[config.mk]
export PLATFORM = sky130hd
export DESIGN_NAME = rd_id_tracker_flat
export DESIGN_NICKNAME = d
export VERILOG_FILES = /design/src/rtl/rd_id_tracker_pkg.sv /design/src/rtl/rd_id_tracker_if.sv /design/src/rtl/rd_id_tracker.sv /design/src/flat_wrapper.sv
export SDC_FILE = /design/constraint.sdc
export NUM_CORES = 1
export LEC_CHECK = 0
export CAP_MARGIN = 20
export CORE_AREA = 8 8 135 169
export CTS_CLUSTER_DIAMETER = 50
export DETAILED_ROUTE_END_ITERATION = 8
export DIE_AREA = 0 0 143 177
export GPL_TIMING_DRIVEN = 0
export PLACE_DENSITY_LB_ADDON = 0.15
export SLEW_MARGIN = 15
export SYNTH_ARGS = -nofsm -noshare
export SYNTH_HDL_FRONTEND = slang
export SYNTH_SLANG_ARGS = --single-unit
[constraint.sdc]
create_clock -name clk -period 9.01 [get_ports clk]
set_input_delay 1.3515 -clock clk [delete_from_list [all_inputs] [get_ports clk]]
set_output_delay 1.3515 -clock clk [all_outputs]
set_load 0.01 [all_outputs]
[src/rtl/rd_id_tracker_pkg.sv]
// rd_id_tracker_pkg
//   Shared types and sizing for the destination-register tracker.
//   id_t                : instruction ID carried through issue/commit
//   COMMIT_PORTS        : commit ports examined per cycle (port 0 = ALU)
//   REGFILE_READ_PORTS  : source operand lookups per cycle
//   rd_tracker_state_t  : clear-sweep FSM states
//   rd_writable()       : true for any architectural register other than x0
package rd_id_tracker_pkg;

  localparam int ID_W               = 3;
  localparam int COMMIT_PORTS       = 2;
  localparam int REGFILE_READ_PORTS = 2;

  typedef logic [ID_W-1:0] id_t;

  typedef enum logic {
    RT_CLEAR,
    RT_IDLE
  } rd_tracker_state_t;

  function automatic logic rd_writable(input logic [4:0] addr);
    return addr != 5'd0;
  endfunction

endpackage

[src/rtl/rd_id_tracker_if.sv]
// rd_id_tracker_if
//   Bundles the issue, source-lookup, commit and trace signals of the tracker.
//   master : issue/decode/commit side (drives requests, receives lookups)
//   slave  : the tracker itself
//   gc_flush, issue_*          : master -> slave
//   rs_addr                    : master -> slave, source registers being decoded
//   retired, retired_rd_addr,
//   ids_retiring               : master -> slave, commit port activity
//   busy, rs_inuse, rs_id,
//   id_for_rd,
//   tr_rs_both_pending         : slave -> master
interface rd_id_tracker_if;
  import rd_id_tracker_pkg::*;

  logic                                gc_flush;
  logic                                busy;
  logic                                issue_valid;
  logic                                issue_uses_rd;
  logic [4:0]                          issue_rd_addr;
  id_t                                 issue_id;
  logic [REGFILE_READ_PORTS-1:0][4:0]  rs_addr;
  logic [REGFILE_READ_PORTS-1:0]       rs_inuse;
  id_t  [REGFILE_READ_PORTS-1:0]       rs_id;
  logic [COMMIT_PORTS-1:0]             retired;
  logic [COMMIT_PORTS-1:0][4:0]        retired_rd_addr;
  id_t  [COMMIT_PORTS-1:0]             ids_retiring;
  id_t  [COMMIT_PORTS-1:0]             id_for_rd;
  logic                                tr_rs_both_pending;

  modport master (
    output gc_flush, issue_valid, issue_uses_rd, issue_rd_addr, issue_id,
           rs_addr, retired, retired_rd_addr, ids_retiring,
    input  busy, rs_inuse, rs_id, id_for_rd, tr_rs_both_pending
  );

  modport slave (
    input  gc_flush, issue_valid, issue_uses_rd, issue_rd_addr, issue_id,
           rs_addr, retired, retired_rd_addr, ids_retiring,
    output busy, rs_inuse, rs_id, id_for_rd, tr_rs_both_pending
  );

endinterface

[src/rtl/rd_id_tracker.sv]
// rd_id_tracker
//   Records, per architectural register, the ID of the newest issued writer
//   (id_table) and whether that writer is still outstanding (pending).
//   Writeback uses id_for_rd to commit only the newest write; decode uses
//   rs_inuse/rs_id for hazard detection. Reset or gc_flush start a 32-cycle
//   sweep that clears pending one entry per cycle, so neither table needs a
//   bulk reset and id_table stays LUTRAM-friendly.
// Ports
//   clk  : clock
//   rst  : synchronous, active-high reset
//   trk  : rd_id_tracker_if.slave (issue, lookups, commit, busy, trace)
// Build option
//   RD_TRACKER_TRACE_EN : when defined, tr_rs_both_pending is a registered
//                         rs_inuse[0] & rs_inuse[1]; otherwise it is tied 0.
module rd_id_tracker
  import rd_id_tracker_pkg::*;
(
  input  logic           clk,
  input  logic           rst,
  rd_id_tracker_if.slave trk
);

  rd_tracker_state_t             state;
  logic [4:0]                    clear_idx;
  id_t                           id_table [32];
  logic [31:0]                   pending;
  logic                          busy;
  logic                          issue_write;
  logic [REGFILE_READ_PORTS-1:0] rs_inuse;

  // Reset itself counts as busy so nothing is recorded while rst is high.
  assign busy        = rst | (state == RT_CLEAR);
  assign trk.busy    = busy;
  assign issue_write = trk.issue_valid & trk.issue_uses_rd &
                       rd_writable(trk.issue_rd_addr) & ~busy;

  // Lookups see the state before this cycle's issue/retire take effect.
  always_comb begin
    for (int j = 0; j < REGFILE_READ_PORTS; j++) begin
      rs_inuse[j]  = pending[trk.rs_addr[j]] & rd_writable(trk.rs_addr[j]) & ~busy;
      trk.rs_id[j] = id_table[trk.rs_addr[j]];
    end
    for (int i = 0; i < COMMIT_PORTS; i++) begin
      trk.id_for_rd[i] = id_table[trk.retired_rd_addr[i]];
    end
  end

  assign trk.rs_inuse = rs_inuse;

  // Clear-sweep FSM
  always_ff @(posedge clk) begin
    if (rst) begin
      state     <= RT_CLEAR;
      clear_idx <= 5'd0;
    end else begin
      case (state)
        RT_CLEAR: begin
          if (trk.gc_flush) begin
            clear_idx <= 5'd0;
          end else begin
            clear_idx <= clear_idx + 5'd1;
            if (clear_idx == 5'd31) state <= RT_IDLE;
          end
        end
        RT_IDLE: begin
          if (trk.gc_flush) begin
            state     <= RT_CLEAR;
            clear_idx <= 5'd0;
          end
        end
        default: state <= RT_CLEAR;
      endcase
    end
  end

  // Pending bits: later assignments win, so an issue to the same rd
  // overrides a retire clear in the same cycle. The sweep never overlaps
  // an issue because issue is gated by busy.
  always_ff @(posedge clk) begin
    for (int i = 0; i < COMMIT_PORTS; i++) begin
      if (trk.retired[i] & rd_writable(trk.retired_rd_addr[i]) &
          (id_table[trk.retired_rd_addr[i]] == trk.ids_retiring[i])) begin
        pending[trk.retired_rd_addr[i]] <= 1'b0;
      end
    end
    if (state == RT_CLEAR) pending[clear_idx] <= 1'b0;
    if (issue_write) pending[trk.issue_rd_addr] <= 1'b1;
  end

  // Single-write ID table, no reset
  always_ff @(posedge clk) begin
    if (issue_write) id_table[trk.issue_rd_addr] <= trk.issue_id;
  end

`ifdef RD_TRACKER_TRACE_EN
  logic both_pending_p1;

  // Trace stage: one register after the lookup
  always_ff @(posedge clk) begin
    if (rst) both_pending_p1 <= 1'b0;
    else     both_pending_p1 <= rs_inuse[0] & rs_inuse[1];
  end

  assign trk.tr_rs_both_pending = both_pending_p1;
`else
  assign trk.tr_rs_both_pending = 1'b0;
`endif

endmodule

[src/flat_wrapper.sv]
// flat-port wrapper written by rule: the top's interface ports become plain ports
module rd_id_tracker_flat import rd_id_tracker_pkg::*;
  (clk, rst, trk_gc_flush, trk_issue_valid, trk_issue_uses_rd, trk_issue_rd_addr, trk_issue_id, trk_rs_addr, trk_retired, trk_retired_rd_addr, trk_ids_retiring, trk_busy, trk_rs_inuse, trk_rs_id, trk_id_for_rd, trk_tr_rs_both_pending);
  rd_id_tracker_if trk_i ();
  input  logic clk;
  input  logic rst;
  input wire logic [$bits(trk_i.gc_flush)-1:0] trk_gc_flush;
  input wire logic [$bits(trk_i.issue_valid)-1:0] trk_issue_valid;
  input wire logic [$bits(trk_i.issue_uses_rd)-1:0] trk_issue_uses_rd;
  input wire logic [$bits(trk_i.issue_rd_addr)-1:0] trk_issue_rd_addr;
  input wire logic [$bits(trk_i.issue_id)-1:0] trk_issue_id;
  input wire logic [$bits(trk_i.rs_addr)-1:0] trk_rs_addr;
  input wire logic [$bits(trk_i.retired)-1:0] trk_retired;
  input wire logic [$bits(trk_i.retired_rd_addr)-1:0] trk_retired_rd_addr;
  input wire logic [$bits(trk_i.ids_retiring)-1:0] trk_ids_retiring;
  output wire logic [$bits(trk_i.busy)-1:0] trk_busy;
  output wire logic [$bits(trk_i.rs_inuse)-1:0] trk_rs_inuse;
  output wire logic [$bits(trk_i.rs_id)-1:0] trk_rs_id;
  output wire logic [$bits(trk_i.id_for_rd)-1:0] trk_id_for_rd;
  output wire logic [$bits(trk_i.tr_rs_both_pending)-1:0] trk_tr_rs_both_pending;
  assign trk_i.gc_flush = trk_gc_flush;
  assign trk_i.issue_valid = trk_issue_valid;
  assign trk_i.issue_uses_rd = trk_issue_uses_rd;
  assign trk_i.issue_rd_addr = trk_issue_rd_addr;
  assign trk_i.issue_id = trk_issue_id;
  assign trk_i.rs_addr = trk_rs_addr;
  assign trk_i.retired = trk_retired;
  assign trk_i.retired_rd_addr = trk_retired_rd_addr;
  assign trk_i.ids_retiring = trk_ids_retiring;
  assign trk_busy = trk_i.busy;
  assign trk_rs_inuse = trk_i.rs_inuse;
  assign trk_rs_id = trk_i.rs_id;
  assign trk_id_for_rd = trk_i.id_for_rd;
  assign trk_tr_rs_both_pending = trk_i.tr_rs_both_pending;
  rd_id_tracker u_core (.clk(clk), .rst(rst), .trk(trk_i));
endmodule
## After elaboration in Yosys (flattened, before gate mapping)

Memory sizes are Yosys's and may differ from the RTL's.
Cells that the tools add are included.

| word-level totals | value |
|---|---|
| word-level logic and storage cells | 74 |
| input port bits | 41 |
| output and inout bits | 16 |
| register bits | 38 |
| memory bits (writable) | 96 |
| memories | 1 |

| operators by class | value |
|---|---|
| eq/ne operators | 4 |
| magnitude comparators | 10 |
| $add $sub $neg | 1 |
| muxes and demuxes | 25 |
| reductions and logical operators | 9 |
| bitwise logic cells | 21 |

Memories:

| name | depth | bits a word | rd ports | clocked after Yosys merged registers in | wr ports | RTL line | RTL |
|---|---|---|---|---|---|---|---|
| u_core.id_table | 32 | 3 | 4 | 0 | 1 | rd_id_tracker.sv:25 | `id_t id_table [32];` |

Operator list:

| kind | number |
|---|---|
| two-way mux 32 bit | 4 |
| AND 32 bit | 3 |
| inverter 32 bit | 3 |
| < comparator 5 x 6 -> 1 bit (second input constant) | 6 |
| bitwise OR 32 bit | 1 |
| nonzero test 5 bit | 5 |
| demux 1 bit (select 5 bit) | 4 |
| greater-or-equal comparator 5 x 1 -> 1 bit (second input constant) | 4 |
| AND 1 bit | 11 |
| two-way mux 1 bit | 11 |
| binary-select mux 1 bit (select 5 bit) | 2 |
| two-way mux 5 bit | 2 |
| one-hot mux 5 bit (2 select lines) | 1 |
| equality test 3 bit | 2 |
| adder 5 x 1 -> 5 bit (second input constant) | 1 |
| equality test 5 bit (second input constant) | 1 |
| logical AND 1 bit | 4 |
| inequality test 2 bit (second input constant) | 1 |
| inverter 1 bit | 2 |
| one-hot mux 1 bit (2 select lines) | 1 |
| bitwise OR 1 bit | 1 |

## Longest topological paths before layout

Gate-level depths: netlist of run 1.

| depth | value |
|---|---|
| depth after elaboration | 13 |
| gate-level depth with buffers | 12 |
| mapped depth without buffers | 8 |

## Least setup slack after synthesis of run 1

OpenSTA, ideal clock, no wires.

| timing path | value |
|---|---|
| path kind | input port to output port |
| start point | input port trk_rs_addr[0] |
| end point | output port trk_rs_id[0] |
| arrival | 3.470 ns |
| required time | 7.658 ns |
| path buffers | 2 |
| setup slack | 4.189 ns |
| stages | 5 |
| cell sequence | clkbuf_1 -> buf_1 -> mux4_2 -> mux4_2 -> mux2_2 |

| on the way | value |
|---|---|
| word-level cells in the longest chain between the ends | 1 |

Ends and longest elaborated chain:

| element | RTL line | RTL |
|---|---|---|
| start, declared | flat_wrapper.sv:12 | `input wire logic [$bits(trk_i.rs_addr)-1:0] trk_rs_addr;` |
| memory (32 x 3 bit) | -- |  |
| end, declared | flat_wrapper.sv:18 | `output wire logic [$bits(trk_i.rs_id)-1:0] trk_rs_id;` |

Every way passes these cells.

## Final worst setup path of run 1

| timing path | value |
|---|---|
| start point | input port trk_retired_rd_addr[3] |
| end point | output port trk_id_for_rd[1] |

| on the way | value |
|---|---|
| word-level cells in the longest chain between the ends | 1 |

Ends and longest elaborated chain:

| element | RTL line | RTL |
|---|---|---|
| start, declared | flat_wrapper.sv:14 | `input wire logic [$bits(trk_i.retired_rd_addr)-1:0] trk_retired_rd_addr;` |
| memory (32 x 3 bit) | -- |  |
| end, declared | flat_wrapper.sv:19 | `output wire logic [$bits(trk_i.id_for_rd)-1:0] trk_id_for_rd;` |

Every way passes these cells.

==> impl_table.tex, run 1 <==
\begin{tabular}{lr}
\hline
Metric & Value \\
\hline
\multicolumn{2}{l}{\textbf{CTS}} \\
Number of buffers inserted during clock tree synthesis & 17 \\
Clk Tree Root Cell & sky130\_fd\_sc\_hd\_\_clkbuf\_16 \\
Worst-Skew Late Latency & around 430 ps \\
Clock tree from TritonCTS & built \\
Max H-tree Level & 4 \\
Post\_cts resized & 0 \\
Clock buffer depth & 2 \\
Total setup buffers inserted after CTS & 0 \\
CTS sink cnt & 133 \\
Number of buffers added to fix hold violations after cts & 0 \\
Clock-pin slew reported for the worst setup and hold paths after clock tree synthesis & approximately 60 ps \\
\multicolumn{2}{l}{\textbf{STA}} \\
Minimum clock period & approximately 6200 ps \\
Total setup violations reported at the end of the flow & 0 \\
Max-Slew Margin vs Limit & 0.302 \\
RSZ-0062 raised after global routing & false \\
Final worst path period share & 0.689 \\
Smallest setup slack after layout & approximately 2800 ps \\
Transition time at the pin with the least slew margin & $\sim$1000 ps \\
Count of pins over their slew limit & 0 \\
Worst setup skew after layout & about 10 ps \\
Highest attainable clock frequency & roughly 160 MHz \\
Number of hold violations in the final report & 0 \\
Setup TNS & 0 ps \\
\multicolumn{2}{l}{\textbf{GRT}} \\
Gr busiest metal & met2 \\
Largest net degree at the start of global routing & 22 \\
First-pass GRT wire length & roughly 57 mm \\
Global router's overall resource usage & 0.319 \\
Routing usage on met2 & 0.516 \\
Initial antenna violation count & 1 \\
Via count of the first global-routing pass & 8159 \\
Met3 track demand over resource & 0.0699 \\
Remaining global-route overflow & 0 \\
Met1 Use GR & 0.355 \\
\multicolumn{2}{l}{\textbf{Synthesis}} \\
Main synth FF type & sky130\_fd\_sc\_hd\_\_edfxtp\_1 \\
Share of synthesized area occupied by flip-flops and latches & 0.390 \\
Synth cell types & 67 \\
Average instance area after synthesis & $\sim$12 µm² \\
Fraction of the mapped netlist area in compound gates & 0.104 \\
Area share of and/or/nand/nor cells after synthesis & 0.142 \\
Xor and xnor fraction of the mapped netlist area & 0.00741 \\
Cells after Synth & a little under 800 \\
Mapped Area & $\sim$9300 µm² \\
Number of synthesized flops with an enable pin & between 90 and 100 \\
Async set or reset register ratio after synthesis & 0 \\
Adder and majority gate portion of the synthesized area & 0.00674 \\
Multiplexer share of the synthesized area & 0.308 \\
Flops \& latches, synth & between 100 and 150 \\
Synthesis warning total & 0 \\
Dominant combinational cell family by area after synthesis & multiplexers \\
\multicolumn{2}{l}{\textbf{Placed design}} \\
Area after detailed placement & just over 10000 µm² \\
Quantity of I/O buffers inserted on ports & 42 \\
Setup Slack @ Placement & 2970 ps \\
Dpl hpwl & around 30 mm \\
Weighted congestion at the end of routability-driven global placement & about 1.1 \\
\multicolumn{2}{l}{\textbf{Power}} \\
Power density over the cells & 154 nW/µm² \\
Total leakage power & between 3 and 4 nW \\
Peak supply drop & 0.133 mV \\
\multicolumn{2}{l}{\textbf{Floorplanning}} \\
Starting density of the core & 0.457 \\
Number of ports placed on the die boundary & 57 \\
Number of placement rows & slightly below 60 \\
Floorplan core area & between 20000 and 25000 µm² \\
Die Area & approximately 25000 µm² \\
Die width & approximately 140 µm \\
Floorplan die height & roughly 180 µm \\
\multicolumn{2}{l}{\textbf{Routing}} \\
DRC violation count after routing & 0 \\
Average via count per standard cell & 7.19 \\
Total Routed Length & 39.5 mm \\
Initial DRC count & between 1000 and 1500 \\
Detailed-router iteration count before antenna repair & 8 \\
Antenna viol nets, final & 0 \\
DR vias & 8114 \\
Post-detailed-route wirelength per cell & between 30 and 40 µm \\
\multicolumn{2}{l}{\textbf{Worst setup path}} \\
Data arrival at the endpoint of the critical path & about 5000 ps \\
Top fanout value on the critical path & 10 \\
Launching element type of the critical path & input port \\
Required time of the critical path & roughly 7700 ps \\
Worst setup path class & in -> out \\
Worst Setup End Kind & output pin \\
\multicolumn{2}{l}{\textbf{Layout}} \\
Highest-count cells in the layout ignoring fill and taps & sky130\_fd\_sc\_hd\_\_edfxtp\_1, sky130\_fd\_sc\_hd\_\_mux2i\_1, sky130\_fd\_sc\_hd\_\_mux4\_2 \\
Post-synthesis to final-layout area growth & 14.8\% \\
Commonest non-fill, non-tap cell in the layout & sky130\_fd\_sc\_hd\_\_edfxtp\_1 \\
Layout fillers & approximately 1800 \\
Area used by sequential logic in the layout & 3620 µm² \\
Post-route cell area & 10700 µm² \\
Nets & between 800 and 900 \\
Area of the multi-input gates & 5300 µm² \\
Fraction of final layout cells sized beyond drive strength 1 & 0.204 \\
\multicolumn{2}{l}{\textbf{Worst hold path}} \\
Class of the tightest hold or removal check & reg -> reg \\
\multicolumn{2}{l}{\textbf{Flow run}} \\
Number of maximum-capacitance constraint violations & 0 \\
\multicolumn{2}{l}{\textbf{Run status}} \\
Run status & finished, final reports clean \\
\hline
\end{tabular}
==> worst paths after layout <==
| kind | startpoint | to | slack [ps] | depth (start not counted) |
|---|---|---|---|---|
| worst max-delay path | trk_retired_rd_addr[3] | trk_id_for_rd[1] | 2800 | 7 |
| worst min-delay path | u_core.pending[26] | u_core.pending[26] | 520 | 2 |
| worst max register to register | u_core.id_table[4][1] | u_core.pending[28] | 4990 | 8 |
| worst min register to register | u_core.pending[26] | u_core.pending[26] | 520 | 2 |
==> registers in the layout (all words and copies together), names as in the netlist <==
| signal | count |
|---|---|
| u_core.clear_idx | 5 |
| u_core.id_table | 96 |
| u_core.pending | 31 |
| u_core.state | 1 |
==> kinds of logic (layout without fill, tap and decap cells) <==
group | after synthesis | after routing
buffers and inverters | 81 | 158
AO/OA/AOI/OAI | 136 | 136
flip-flops | 133 | 133
XOR/XNOR | 7 | 7
multiplexers | 180 | 180
adder cells (fa/ha/maj) | 5 | 5
other | 1 | 5
AND/OR/NAND/NOR | 230 | 230
==> power breakdown <==
part | internal [mW] | leakage [nW] | switching, mW | total [mW]
combinational | 0.129 | 2.18 | 0.184 | 0.314
sequential | 0.669 | 1.17 | 0.0108 | 0.680
clock | 0.369 | 0.270 | 0.281 | 0.650
==> cell usage after synthesis, drive strengths merged (3+ instances only) <==
master   instances  area share
edfxtp          96        0.31
o21a            13       0.011
buf             37       0.023
ha               5      0.0067
o22a             8      0.0075
xor2             3      0.0028
nor2            69       0.028
o22ai           43       0.031
nor4            19       0.016
nand2           30       0.012
o31a             7      0.0066
a32oi            3      0.0028
o221ai           9      0.0085
and3             6      0.0046
or4bb            4      0.0049
clkbuf          30       0.012
nand4bb          4      0.0049
dfxtp           37       0.080
mux2i           87       0.094
nor4b            3      0.0028
inv             13      0.0053
a31oi            6      0.0040
nand3           14      0.0075
nand2b          16       0.011
nor3            12      0.0065
or4b             6      0.0069
nand4b           7      0.0082
nor2b           10      0.0067
o31ai            6      0.0049
nand3b           7      0.0057
o21ai           18      0.0097
mux4            84        0.20
o32ai            4      0.0038
or2             10      0.0067
mux2             9       0.011
nor3b            3      0.0024
xnor2            4      0.0046
or3              4      0.0027
a21oi            8      0.0043
==> worst max-delay path, cell delays in order <==
cell and delay [ps]:
sky130_fd_sc_hd__clkdlybuf4s50_1 660, sky130_fd_sc_hd__clkbuf_1 460, sky130_fd_sc_hd__mux4_2 390, sky130_fd_sc_hd__nor3b_1 180
sky130_fd_sc_hd__a2111oi_0 770, sky130_fd_sc_hd__nand4_1 450, sky130_fd_sc_hd__clkdlybuf4s50_1 600
==> per-layer routing <==
| metal | routed length [µm] | vias to the layer above |
|---|---|---|
| met5 | 0 | - |
| met4 | 3760 | 0 |
| met3 | 3450 | 185 |
| met2 | 18700 | 665 |
| met1 | 13600 | 4010 |
| li1 | - | 3254 |
==> final cells by class <==
cell class / instances / area share
Multi-Input combinational cell: 562 / 0.497
Sequential cell: 133 / 0.340
Timing Repair Buffer: 45 / 0.0448
Clock buffer: 21 / 0.0434
Tap cell: 274 / 0.0321
Buffer: 67 / 0.0303
Clock inverter: 11 / 0.00716
Inverter: 14 / 0.00493
Antenna cell: 1 / 0.000235
==> per-stage QoR <==
step	util	instances	total power, mW	hold WS [ps]
finish	0.525	1128	1.64	518
CTS	0.525	1127	1.64	508
global route	0.525	1127	1.68	534
global placement	0.496	1092	0.989	473
floorplan	-	776	0.869	461
detailed placement	0.499	1095	0.995	496
(Power assumes the default switching activity.)
==> run 2, diff against run 1 <==
==> constraint.sdc (replaced) <==
create_clock -name clk -period 5.5 [get_ports clk]
set_input_delay 0.825 -clock clk [delete_from_list [all_inputs] [get_ports clk]]
set_output_delay 0.825 -clock clk [all_outputs]
set_load 0.01 [all_outputs]
==> results of run 2 <==
Same layout as run 1 (identical final DEF). Status: finished, final reports clean.
Among the figures that moved: setup slack after placement 2970 ps -> 300 ps; setup slack after layout 2800 ps -> 341 ps; register-to-register setup slack 4990 ps -> 1480 ps; total power 1.64 mW -> 2.69 mW; worst IR drop on VDD 0.133 mV -> 0.218 mV
==> run 3, diff against run 2 <==
--- a/config.mk
+++ b/config.mk
@@ -11,6 +11,7 @@
 export DETAILED_ROUTE_END_ITERATION = 8
 export DIE_AREA = 0 0 143 177
 export GPL_TIMING_DRIVEN = 0
+export MAX_ROUTING_LAYER = met4
 export PLACE_DENSITY_LB_ADDON = 0.15
 export SLEW_MARGIN = 15
 export SYNTH_ARGS = -nofsm -noshare
==> constraint.sdc (replaced) <==
create_clock -name clk -period 5.5 [get_ports clk]
set_input_delay 1.1 -clock clk [delete_from_list [all_inputs] [get_ports clk]]
set_output_delay 1.1 -clock clk [all_outputs]
set_load 0.01 [all_outputs]
==> impl_table.tex, run 3 (synthesis results as in run 1) <==
\begin{tabular}{lr}
\hline
Metric & Value \\
\hline
\multicolumn{2}{l}{\textbf{CTS}} \\
Worst-Skew Late Latency & about 430 ps \\
Number of buffers added to fix hold violations after cts & 0 \\
Clk Tree Root Cell & sky130\_fd\_sc\_hd\_\_clkbuf\_16 \\
Max H-tree Level & 4 \\
Clock buffer depth & 2 \\
Number of buffers inserted during clock tree synthesis & 17 \\
Clock-pin slew reported for the worst setup and hold paths after clock tree synthesis & 60 ps \\
CTS sink cnt & between 100 and 150 \\
Clock tree from TritonCTS & built \\
Total setup buffers inserted after CTS & 0 \\
\multicolumn{2}{l}{\textbf{GRT}} \\
Initial antenna violation count & 0 \\
Largest net degree at the start of global routing & 33 \\
Remaining global-route overflow & 0 \\
Via count of the first global-routing pass & approximately 7900 \\
First-pass GRT wire length & around 55 mm \\
Global router's overall resource usage & 0.320 \\
\multicolumn{2}{l}{\textbf{Floorplanning}} \\
Die width & about 140 µm \\
Number of ports placed on the die boundary & 57 \\
Starting density of the core & 0.457 \\
Floorplan core area & roughly 20000 µm² \\
Number of placement rows & between 50 and 60 \\
Floorplan die height & approximately 180 µm \\
Die Area & $\sim$25000 µm² \\
\multicolumn{2}{l}{\textbf{Worst setup path}} \\
Most used cell, CP & sky130\_fd\_sc\_hd\_\_mux4\_2 \\
Delay of the slowest cell on the worst path & about 840 ps \\
Launching element type of the critical path & input port \\
End point of the critical path & trk\_rs\_id[1] \\
Worst Setup End Kind & output pin \\
Top fanout value on the critical path & 10 \\
Critical path buffer and inverter count & 3 \\
Critical Path Slowest Stage Cell & sky130\_fd\_sc\_hd\_\_buf\_1 \\
Worst setup path class & in -> out \\
Worst r2r src & u\_core.id\_table[4][1] \\
Family of cells with the greatest summed delay on the critical path & buffers and inverters \\
Critical path startpoint & trk\_rs\_addr[0] \\
Worst R2R Setup Slack & roughly 1700 ps \\
Required time of the critical path & around 4400 ps \\
Logic depth of the worst register-to-register path & 8 \\
Critical register-to-register path endpoint & u\_core.pending[4] \\
Total number of cells along the worst setup path & 6 \\
Critical-path cell list & clkbuf\_1 > buf\_1 > mux4\_2 > mux4\_2 > mux2\_2 > clkdlybuf4s50\_1 \\
Data arrival at the endpoint of the critical path & around 4300 ps \\
\multicolumn{2}{l}{\textbf{Power}} \\
Overall power after layout & 2.75 mW \\
Power density over the cells & $\sim$260 nW/µm² \\
Total leakage power & 3.64 nW \\
Peak supply drop & a little over 0.2 mV \\
\multicolumn{2}{l}{\textbf{Layout}} \\
Post-synthesis to final-layout area growth & 14.8\% \\
Final non-filler cell total & 1127 \\
Nets & around 900 \\
Layout fillers & about 1800 \\
Registers with the most flip-flops & u\_core.id\_table: 96 flops, u\_core.pending: 31 flops, u\_core.clear\_idx: 5 flops \\
Commonest non-fill, non-tap cell in the layout & sky130\_fd\_sc\_hd\_\_edfxtp\_1 \\
Register with the highest flop count & u\_core.id\_table \\
Highest-count cells in the layout ignoring fill and taps & sky130\_fd\_sc\_hd\_\_edfxtp\_1, sky130\_fd\_sc\_hd\_\_mux2i\_1, sky130\_fd\_sc\_hd\_\_mux4\_2 \\
Post-route cell area & around 11000 µm² \\
\# diodes & 0 \\
Fraction of final layout cells sized beyond drive strength 1 & 0.210 \\
Max reg flops & between 90 and 100 \\
\multicolumn{2}{l}{\textbf{Routing}} \\
DR vias & between 7000 and 8000 \\
Initial DRC count & roughly 1100 \\
Total Routed Length & 38.6 mm \\
DRC violation count after routing & 0 \\
Antenna viol nets, final & 0 \\
Detailed-router iteration count before antenna repair & 5 \\
Post-detailed-route wirelength per cell & between 30 and 40 µm \\
Average via count per standard cell & roughly 7.1 \\
\multicolumn{2}{l}{\textbf{STA}} \\
Highest attainable clock frequency & between 150 and 200 MHz \\
Max-Slew Margin vs Limit & 0.258 \\
Final worst path period share & 0.985 \\
RSZ-0062 raised after global routing & false \\
Number of hold violations in the final report & 0 \\
Transition time at the pin with the least slew margin & roughly 1100 ps \\
Minimum clock period & 5420 ps \\
Total setup violations reported at the end of the flow & 0 \\
Worst setup skew after layout & 13.5 ps \\
Final hold slack & between 400 and 500 ps \\
Count of pins over their slew limit & 0 \\
\multicolumn{2}{l}{\textbf{Placed design}} \\
Inst Count DP & between 1000 and 1500 \\
Quantity of I/O buffers inserted on ports & 42 \\
Dpl hpwl & roughly 30 mm \\
Area after detailed placement & approximately 10000 µm² \\
Weighted congestion at the end of routability-driven global placement & 1.05 \\
\multicolumn{2}{l}{\textbf{Flow run}} \\
Number of maximum-capacitance constraint violations & 0 \\
\multicolumn{2}{l}{\textbf{Worst hold path}} \\
Hold-critical path depth & 2 \\
Class of the tightest hold or removal check & reg -> reg \\
\multicolumn{2}{l}{\textbf{Run status}} \\
Run status & finished, final reports clean \\
\hline
\end{tabular}
-- run 3: changes by cell type in the layout (fill, tap and decap cells not counted), sizes merged --
cell,previous run,this run
clkbuf,51,59
clkinvlp,1,0
clkinv,8,5
inv,16,15
diode,1,0
clkdlybuf4s50,42,39
-- run 3: per-stage QoR --
stage / TNS, ps / utilization / setup slack (ps)
2_1_floorplan: 0 / - / 1180
3_3_place_gp: -619 / 0.496 / -83.5
3_5_place_dp: -19.9 / 0.496 / -19.9
4_1_cts: 0 / 0.524 / 91.4
5_1_grt: 0 / 0.525 / 5.92
6_report: 0 / 0.525 / 81.8
-- run 3: worst reg2reg max path: stages (launching register included) --
cell and delay [ps]:
sky130_fd_sc_hd__edfxtp_1 500, sky130_fd_sc_hd__mux4_2 500, sky130_fd_sc_hd__nor3b_1 170, sky130_fd_sc_hd__a2111oi_2 390
sky130_fd_sc_hd__nand4_1 370, sky130_fd_sc_hd__xnor2_1 260, sky130_fd_sc_hd__nand2_1 180, sky130_fd_sc_hd__nor4_1 960
sky130_fd_sc_hd__a32oi_1 250
-- run 3: routing by layer --
layer | wire length, µm | track usage
met5 | 0 | -
met3 | 3110 | 0.0594
met4 | 2670 | 0.201
met1 | 13500 | 0.350
met2 | 19400 | 0.532
-- run 3: layout make-up --
type | count | area, µm² | area share
timing repair buffer | 45 | 429 | 0.0403
buffer | 67 | 327 | 0.0306
clock inverter | 6 | 36.3 | 0.00340
tap | 274 | 343 | 0.0322
sequential | 133 | 3620 | 0.340
clock buffer | 26 | 541 | 0.0507
inverter | 14 | 52.6 | 0.00493
multi-input combinational | 562 | 5310 | 0.498
-- run 3: where the power goes --
group	internal (mW)	leakage, nW	switching, mW
logic	0.208	2.18	0.298
registers	1.10	1.17	0.0183
clock network	0.680	0.291	0.453
-- run 3: what timing repair did --
action,CTS,global route
resized for setup,1,4
gates cloned,0,0
endpoints found under the setup margin,1,3
-- run 3: worst min path at each step --
stage | startpoint | end | slack (ps)
2_1_floorplan | u_core.pending[20] | u_core.pending[20] | 460
3_3_place_gp | u_core.pending[20] | u_core.pending[20] | 480
3_5_place_dp | u_core.pending[20] | u_core.pending[20] | 490
4_1_cts | u_core.pending[20] | u_core.pending[20] | 500
5_1_grt | u_core.pending[20] | u_core.pending[20] | 520
6_report | u_core.pending[20] | u_core.pending[20] | 500
